<file path="config.mk">
export PLATFORM = sky130hd
export DESIGN_NAME = mem_arbiter
export DESIGN_NICKNAME = d
export VERILOG_FILES = /design/src/rtl/mem_arbiter.sv
export SDC_FILE = /design/constraint.sdc
export NUM_CORES = 1
export LEC_CHECK = 0
export ABC_AREA = 1
export BUFFER_PORTS_ARGS = -buffer_cell sky130_fd_sc_hd__buf_4
export CORE_AREA = 2 2 107 109
export CTS_CLUSTER_DIAMETER = 80
export CTS_CLUSTER_SIZE = 24
export DETAILED_ROUTE_END_ITERATION = 10
export DIE_AREA = 0 0 109 111
export PLACE_DENSITY = 0.8
export SLEW_MARGIN = 20
export SYNTH_ARGS = -nofsm -noshare
export SYNTH_HDL_FRONTEND = slang
export SYNTH_SLANG_ARGS = --single-unit
</file>
<file path="constraint.sdc">
create_clock -name clock -period 4.2 [get_ports clock]
set_input_delay 0.21 -clock clock [delete_from_list [all_inputs] [get_ports clock]]
set_output_delay 0.21 -clock clock [all_outputs]
set_load 0.05 [all_outputs]
</file>
<file path="src/rtl/mem_arbiter.sv">
`default_nettype none
// ============================================================================
// Module      : mem_arbiter
// Description : Two-port (fetch / load-store) arbiter and burst sequencer for
//               a single unified memory port. Bursts of 1, 4, 8 or 16 words.
//               Optional macro MEM_ARB_FIXED_PRIO_EN selects fixed priority
//               (D beats I) instead of round-robin.
// Revision    : 1.0 - initial release
// ============================================================================
module mem_arbiter #(
  parameter int ADDR_W = 32,
  parameter int DATA_W = 32
) (
  input  logic              clock,
  input  logic              reset_n,
  // fetch requester
  input  logic              i_req,
  input  logic [ADDR_W-1:0] i_addr,
  input  logic [1:0]        i_size,
  output logic              i_gnt,
  output logic              i_rvalid,
  output logic [DATA_W-1:0] i_rdata,
  output logic              i_done,
  // load/store requester
  input  logic              d_req,
  input  logic              d_rw,
  input  logic [ADDR_W-1:0] d_addr,
  input  logic [1:0]        d_size,
  input  logic [DATA_W-1:0] d_wdata,
  output logic              d_wready,
  output logic              d_gnt,
  output logic              d_rvalid,
  output logic [DATA_W-1:0] d_rdata,
  output logic              d_done,
  // memory side
  output logic [ADDR_W-1:0] mem_address,
  output logic [DATA_W-1:0] mem_data_in,
  output logic [1:0]        mem_access_size,
  output logic              mem_rw,
  output logic              mem_enable,
  input  logic              mem_busy,
  input  logic [DATA_W-1:0] mem_data_out
);

  typedef enum logic [1:0] {
    ST_IDLE   = 2'd0,
    ST_ACCESS = 2'd1,
    ST_DRAIN  = 2'd2
  } state_t;

  state_t            r_state;
  logic              r_own_d;     // 1 = current burst belongs to D
  logic [ADDR_W-1:0] r_addr;
  logic [1:0]        r_size;
  logic              r_rw;
  logic [3:0]        r_beat;
  logic              r_i_gnt;
  logic              r_d_gnt;
  logic              r_en;
  logic              r_i_rvalid;
  logic              r_d_rvalid;
  logic              r_i_done;
  logic              r_d_done;

  logic              w_pick_d;
  logic [3:0]        w_last_cnt;
  logic [ADDR_W-1:0] w_sel_addr;
  logic              w_wr_active;

`ifdef MEM_ARB_FIXED_PRIO_EN
  // D always wins a tie; no fairness state is kept.
  assign w_pick_d = d_req;
`else
  logic r_last_d;  // 1 = D was granted last, 0 = I was granted last

  // Round-robin: on a tie the side that was not granted last wins.
  assign w_pick_d = d_req & (~i_req | ~r_last_d);

  // Last-granted pointer, updated at each grant decision.
  always_ff @(posedge clock or negedge reset_n) begin
    if (!reset_n) begin
      r_last_d <= 1'b0;
    end else if (r_state == ST_IDLE && (i_req || d_req)) begin
      r_last_d <= w_pick_d;
    end
  end
`endif

  assign w_sel_addr = w_pick_d ? d_addr : i_addr;

  // Final beat index for the latched burst size.
  always_comb begin
    w_last_cnt = 4'd0;
    case (r_size)
      2'b00:   w_last_cnt = 4'd0;
      2'b01:   w_last_cnt = 4'd3;
      2'b10:   w_last_cnt = 4'd7;
      default: w_last_cnt = 4'd15;
    endcase
  end

  // Burst sequencer: grant latch, beat/address stepping and registered outputs.
  always_ff @(posedge clock or negedge reset_n) begin
    if (!reset_n) begin
      r_state    <= ST_IDLE;
      r_own_d    <= 1'b0;
      r_addr     <= '0;
      r_size     <= 2'b00;
      r_rw       <= 1'b0;
      r_beat     <= 4'd0;
      r_i_gnt    <= 1'b0;
      r_d_gnt    <= 1'b0;
      r_en       <= 1'b0;
      r_i_rvalid <= 1'b0;
      r_d_rvalid <= 1'b0;
      r_i_done   <= 1'b0;
      r_d_done   <= 1'b0;
    end else begin
      // Pulsed outputs default low every cycle.
      r_i_rvalid <= 1'b0;
      r_d_rvalid <= 1'b0;
      r_i_done   <= 1'b0;
      r_d_done   <= 1'b0;
      case (r_state)
        ST_IDLE: begin
          if (i_req || d_req) begin
            r_state <= ST_ACCESS;
            r_own_d <= w_pick_d;
            r_addr  <= {w_sel_addr[ADDR_W-1:2], 2'b00};
            r_size  <= w_pick_d ? d_size : i_size;
            r_rw    <= w_pick_d ? d_rw : 1'b1;   // fetch is always a read
            r_beat  <= 4'd0;
            r_i_gnt <= ~w_pick_d;
            r_d_gnt <= w_pick_d;
            r_en    <= 1'b1;
          end
        end
        ST_ACCESS: begin
          // A stalled beat holds address and counter.
          if (!mem_busy) begin
            r_addr     <= r_addr + ADDR_W'(4);
            r_beat     <= r_beat + 4'd1;
            r_i_rvalid <= ~r_own_d;
            r_d_rvalid <= r_own_d & r_rw;
            if (r_beat == w_last_cnt) begin
              r_state  <= ST_DRAIN;
              r_en     <= 1'b0;
              r_i_done <= ~r_own_d;
              r_d_done <= r_own_d;
            end
          end
        end
        ST_DRAIN: begin
          r_state <= ST_IDLE;
          r_i_gnt <= 1'b0;
          r_d_gnt <= 1'b0;
          r_beat  <= 4'd0;
        end
        default: begin
          r_state <= ST_IDLE;
        end
      endcase
    end
  end

  // Write data only reaches memory while D owns an active write burst.
  assign w_wr_active = r_en & r_own_d & ~r_rw;

  assign i_gnt           = r_i_gnt;
  assign d_gnt           = r_d_gnt;
  assign i_rvalid        = r_i_rvalid;
  assign d_rvalid        = r_d_rvalid;
  assign i_done          = r_i_done;
  assign d_done          = r_d_done;
  assign i_rdata         = r_i_rvalid ? mem_data_out : '0;
  assign d_rdata         = r_d_rvalid ? mem_data_out : '0;
  assign d_wready        = (r_state == ST_ACCESS) & ~mem_busy & r_own_d & ~r_rw;
  assign mem_address     = r_addr;
  assign mem_data_in     = w_wr_active ? d_wdata : '0;
  assign mem_access_size = r_size;
  assign mem_rw          = r_rw;
  assign mem_enable      = r_en;

endmodule
`default_nettype wire

</file>
* Yosys cells after proc, flatten, opt, wreduce, memory -nomap -nowiden
Index checks and enable logic that the tools add are counted.
** Storage, ports and cells
- Bits in registers :: 50
- Latch bits :: 0
- RAM bits :: 0
- Bits in read-only memories :: 0
- Output and inout bits :: 139
- Word-level logic and storage cells :: 86
- Memories :: 0
** Cells by class
- Add/subtract/negate cells :: 2
- Multipliers :: 0
- Divide/modulo/power cells :: 0
- $lt $le $gt $ge :: 0
- Eq/ne operators :: 8
- Shifts and indexed selects :: 0
- Mux-type cells :: 35
- Bitwise logic cells :: 14
- Reductions and logical operators :: 13
** Operators with widths (number)
- two-way mux 32 bit :: 6
- one-hot mux 32 bit (2 select lines) :: 1
- adder 32 x 3 -> 32 bit, second input constant :: 1
- one-hot mux 4 bit (3 select lines) :: 2
- two-way mux 1 bit :: 16
- AND reduction 3 bit :: 3
- two-way mux 2 bit :: 4
- two-way mux 4 bit :: 2
- bitwise AND 1 bit :: 7
- NOT 1 bit :: 6
- one-hot mux 1 bit (2 select lines) :: 3
- adder 4 x 1 -> 4 bit, second input constant :: 1
- == test 2 x 1 -> 1 bit, second input constant :: 2
- == test 2 bit, second input constant :: 2
- == test 4 bit :: 1
- logical NOT 2 bit :: 2
- != test 2 bit, second input constant :: 2
- one-hot mux 2 bit (2 select lines) :: 1
- AND reduction 2 bit :: 2
- AND reduction 4 bit :: 1
- nonzero test 2 bit :: 2
- nonzero test 3 bit :: 1
- != test 2 x 1 -> 1 bit, second input constant :: 1
- logical AND 1 bit :: 1
- other kinds (2) :: 2

* Logic depth before layout (Yosys ltp)
- Word-level depth :: 6
- Mapped depth :: 9

* Worst setup path after synthesis
No wires, ideal clock.
- Kind :: register -> output
- Start point :: reg r_state[1]
- End point :: out d_wready
- Arrival :: 1885 ps
- Required time :: 3990 ps
- Setup slack :: 2105 ps
- Stages on the path, launching flop included :: 6
- Path buffers :: 0
- Cells stage by stage :: dfrtp_1 > inv_2 > nand2_1 > nor2_2 > inv_1 > nor3_1
** Between the ends
- Longest elaborated chain between the ends :: 4
** Ends and longest elaborated chain
- start, declared :: RTL line 51 : state_t r_state;
- start signal, assigned :: RTL line 105 : r_state <= ST_IDLE;
- start signal, assigned :: RTL line 127 : r_state <= ST_ACCESS;
- start signal, assigned :: RTL line 146 : r_state <= ST_DRAIN;
- == test 2 x 1 -> 1 bit :: RTL line 177 : assign d_wready = (r_state == ST_ACCESS) & ~mem_busy & r_own_d & ~r_rw;
- bitwise AND 1 bit (3 in a row) :: RTL line 177
- end, declared :: RTL line 30 : output logic d_wready,
No other way between the ends.

* Worst setup path after layout
- Start point :: reg r_last_d
- End point :: reg r_addr[19], in the netlist mem_address[19]
** Between the ends
- Longest elaborated chain between the ends :: 6
** Ends and longest elaborated chain
- start, declared :: RTL line 74 : logic r_last_d;
- start signal, assigned :: RTL line 84 : r_last_d <= w_pick_d;
- NOT 1 bit :: RTL line 77 : assign w_pick_d = d_req & (~i_req | ~r_last_d);
- bitwise OR 1 bit :: RTL line 77
- bitwise AND 1 bit :: RTL line 77
- two-way mux 32 bit :: RTL line 89 : assign w_sel_addr = w_pick_d ? d_addr : i_addr;
- two-way mux 32 bit :: RTL line 126 : if (i_req || d_req) begin
- one-hot mux 32 bit (2 select lines) :: RTL line 124 : case (r_state)
- end signal, assigned :: RTL line 129 : r_addr <= {w_sel_addr[ADDR_W-1:2], 2'b00};
- end signal, assigned :: RTL line 141 : r_addr <= r_addr + ADDR_W'(4);
- end, declared :: RTL line 53 : logic [ADDR_W-1:0] r_addr;
No other way between the ends. The select of a mux whose other input is x is not followed.
A chain may end at the register's enable or synchronous reset.

==> flow_summary.toml <==
[clocking]
cts_buffers = 5
post_cts_buffers = 0
clock_sinks = 47
clk_latency_ns = 0.29
path_clk_slew_ns = 0.07
cts_tree = "built"
clock_path_buffers = 2
htreeDepth = 2
cts_root_buffer = "clkbuf_16"

[global_routing]
grt_overflow = 0
grt_pass1_vias = 4532
antenna_found_initial = 0
grt_max_degree = 48
grt_util_all_layers_pct = 23.3
grt_pass1_wl_um = 22600

[worst_setup_path]
rr_endpoint = "mem_address[19]$_DFFE_PN0P_"
r2r-start = "r_last_d$_DFFE_PN0P_"
crit_type = "reg2reg"
critPathSlowestCell = "inv_1"
rrSetupSlack_ns = 2.08
cp.required_ns = 4.41
end_kind = "flip-flop"
critPathBufInv = 2
cpMostUsedCell = "nor2_1"
cp_max_fo = 34
cpPeakStageDelay_ns = 0.75
cpLargestDelayFamily = "buffers and inverters"
ff2ff_path_depth = 8
crit_cells = 8
path_cells = "nand2_1 -> nand2_1 -> buf_4 -> inv_1 -> nor2_1 -> nor2_1 -> nor2_1 -> a21oi_1"
cp-start-kind = "flip-flop"
critPathLaunch = "r_last_d$_DFFE_PN0P_"
cp.arrival_ns = 2.33

[logic_synthesis]
synth-seq-cells = 47
netlist_area_sq_mm = 0.00414
avgSynthCellArea_sq_um = 5.73
seq_area_frac_synth_pct = 28.4
synth_top_flop_cell = "dfrtp_1"
yosysWarnings = 0
synth_area_leaders = "dfrtp_1 28%, nand2_1 15%, nor2_1 15%, inv_1 12%, o21ai_0 5.6%"
synth_edf_count = 0
synthesis.instances = 722
synth.top_cell.area_share_pct = 28.4
async_flop_share_pct = 100
yosys.area.top_type = "dfrtp_1"
yosys-top-cells-count = "168 x nand2_1, 160 x nor2_1, 137 x inv_1"
synth_cell_type_count = 37
yosysMostFrequentCell = "nand2_1"

[sta]
fin_skew_ns = 0.0111
worst_slew_pin_slew_ns = 1.01
timing.final.crit_share_pct = 50.5
finalHoldViolCount = 0
tns_ns = 0
maxSlewViolCount = 0
min_period_ns = 2.12
finalSetupViolCount = 0
relSlewSlack_pct = 32.6
rsz0062_at_grt = "false"
whs_ns = 0.136
max_freq_mhz = 471

[floorplanning]
rows = 39
die_h_um = 111
coreArea_sq_mm = 0.0111
ios = 277
initial_core_util_pct = 37.3
fp.dieArea_sq_mm = 0.0121
die_x_um = 109

[run]
cap_violations = 0

[status]
status = "completed"

[layout]
n_fill_cell = 1096
layout-drive-gt1-share_pct = 31.8
nets = 1115
antenna_cells = 0
syn_to_final_growth_pct = 54.9

[detailed_routing]
drtIter0Drc = 350
drc = 0
dr.pass1.iters = 5
ant_nets = 0
viasPerCell = 4.70
routed_wl_um = 14800
num_vias = 5263
wire_per_inst_um = 13.2

[min_path]
holdPathEnd = "mem_access_size[0]$_DFFE_PN0P_"
min_path_type = "in2reg"
hp-start = "d_size[0]"
hold_depth = 3

[power]
switching_power_w = 0.00281
p_comb_share_pct = 69.0
swShare_pct = 59.3
p_clk_share_pct = 9.8
power_frac_seq_pct = 21.1
peakVddDrop_uv = 424
p_leak_nw = 3.93
p_int_w = 0.00193
power_density_mw_per_mm2 = 740

[place]
numPortBuffers = 270
hpwl_um = 11400
place_congestion = 0.885
==> registers in the layout, summed over array words and instances, names as in the netlist, 2 cells and up <==
name	flops
r_beat	4
mem_access_size	2
mem_address	30
r_state	2
==> cell usage in the layout, fill, tap and decap left out, types with 2 or more instances in the layout <==
cell,instances
conb_1,2
nand3_1,33
buf_4,273
nand2_4,2
nand4_1,3
nand3b_1,2
o21ai_0,46
nor3_1,7
xnor2_1,2
inv_1,137
nor2_2,6
dfrtp_1,47
a21oi_1,29
a31oi_1,5
ha_1,2
o22ai_1,5
nand2_2,8
clkbuf_16,5
nand2_1,168
nor2_1,160
and2_1,2
nor2_4,7
o21ai_1,8
==> per-layer routing <==
layer / track usage [%] / routed length (um) / vias up
li1: - / - / 2688
met5: 0 / 0 / -
met3: 3.41 / 1100 / 13
met2: 37.8 / 6900 / 189
met4: 4.36 / 142 / 0
met1: 32.8 / 6620 / 2373
==> stage by stage <==
stage | total power (W) | setup slack, ns | instance area (sq um) | instances | util, %
global placement | 0.00423 | 2.08 | 6220 | 1110 | 56.1
finish | 0.00474 | 2.08 | 6400 | 1119 | 57.8
floorplan | 0.00331 | 2.11 | 4140 | 723 | -
global route | 0.00508 | 1.79 | 6400 | 1119 | 57.8
CTS | 0.00476 | 1.82 | 6400 | 1119 | 57.8
detailed placement | 0.00428 | 2.06 | 6220 | 1110 | 56.1
==> worst max-delay path by stage <==
stage / endpoint / slack [ns]
6_report: mem_address[19]$_DFFE_PN0P_ / 2.08
5_1_grt: mem_address[30]$_DFFE_PN0P_ / 1.79
4_1_cts: mem_data_in[28] / 1.82
3_5_place_dp: mem_address[7]$_DFFE_PN0P_ / 2.06
3_3_place_gp: mem_address[7]$_DFFE_PN0P_ / 2.08
2_1_floorplan: d_wready / 2.11
==> worst min-delay path, delay by kind of cell <==
family | cells | cell delay (ns)
simple gates | 2 | 0.11
buf+inv | 1 | 0.07
==> power groups by stage <==
| stage | Combinational [W] | Sequential, W | Clock, W |
|---|---|---|---|
| floorplan | 0.00181 | 0.00150 | 0 |
| global placement | 0.00323 | 0.000995 | 0 |
| detailed placement | 0.00328 | 0.00100 | 0 |
| CTS | 0.00329 | 0.000995 | 0.000478 |
| global route | 0.00354 | 0.00104 | 0.000494 |
| finish | 0.00327 | 0.00100 | 0.000466 |
==> what timing repair did <==
item	4_1_cts	5_1_grt
endpoints found under the hold margin	47	0
hold buffers	1	0
gates resized for setup	0	0
==> cell type report <==
| type | instances | area (sq um) | share of cell area (%) |
|---|---|---|---|
| Sequential cell | 47 | 1180 | 18.4 |
| Multi-Input combinational cell | 508 | 2290 | 35.8 |
| Timing Repair Buffer | 274 | 2060 | 32.2 |
| Clock buffer | 5 | 125 | 1.95 |
| Inverter | 139 | 524 | 8.19 |
| Clock inverter | 3 | 46.3 | 0.723 |
| Tap cell | 143 | 179 | 2.79 |
==> cell families (layout without fill, tap and decap cells) <==
kind of cell / Yosys count / count (layout) / share of synthesized area, %
buf+inv: 168 / 421 / 16.3
fa+ha+maj: 2 / 2 / 0.605
flops: 47 / 47 / 28.4
other cells: 1 / 2 / 0.0907
xor+xnor: 3 / 3 / 0.636
simple gates: 401 / 401 / 41.1
compound gates: 100 / 100 / 12.9
No activity file was read; power rests on OpenSTA's default activity.
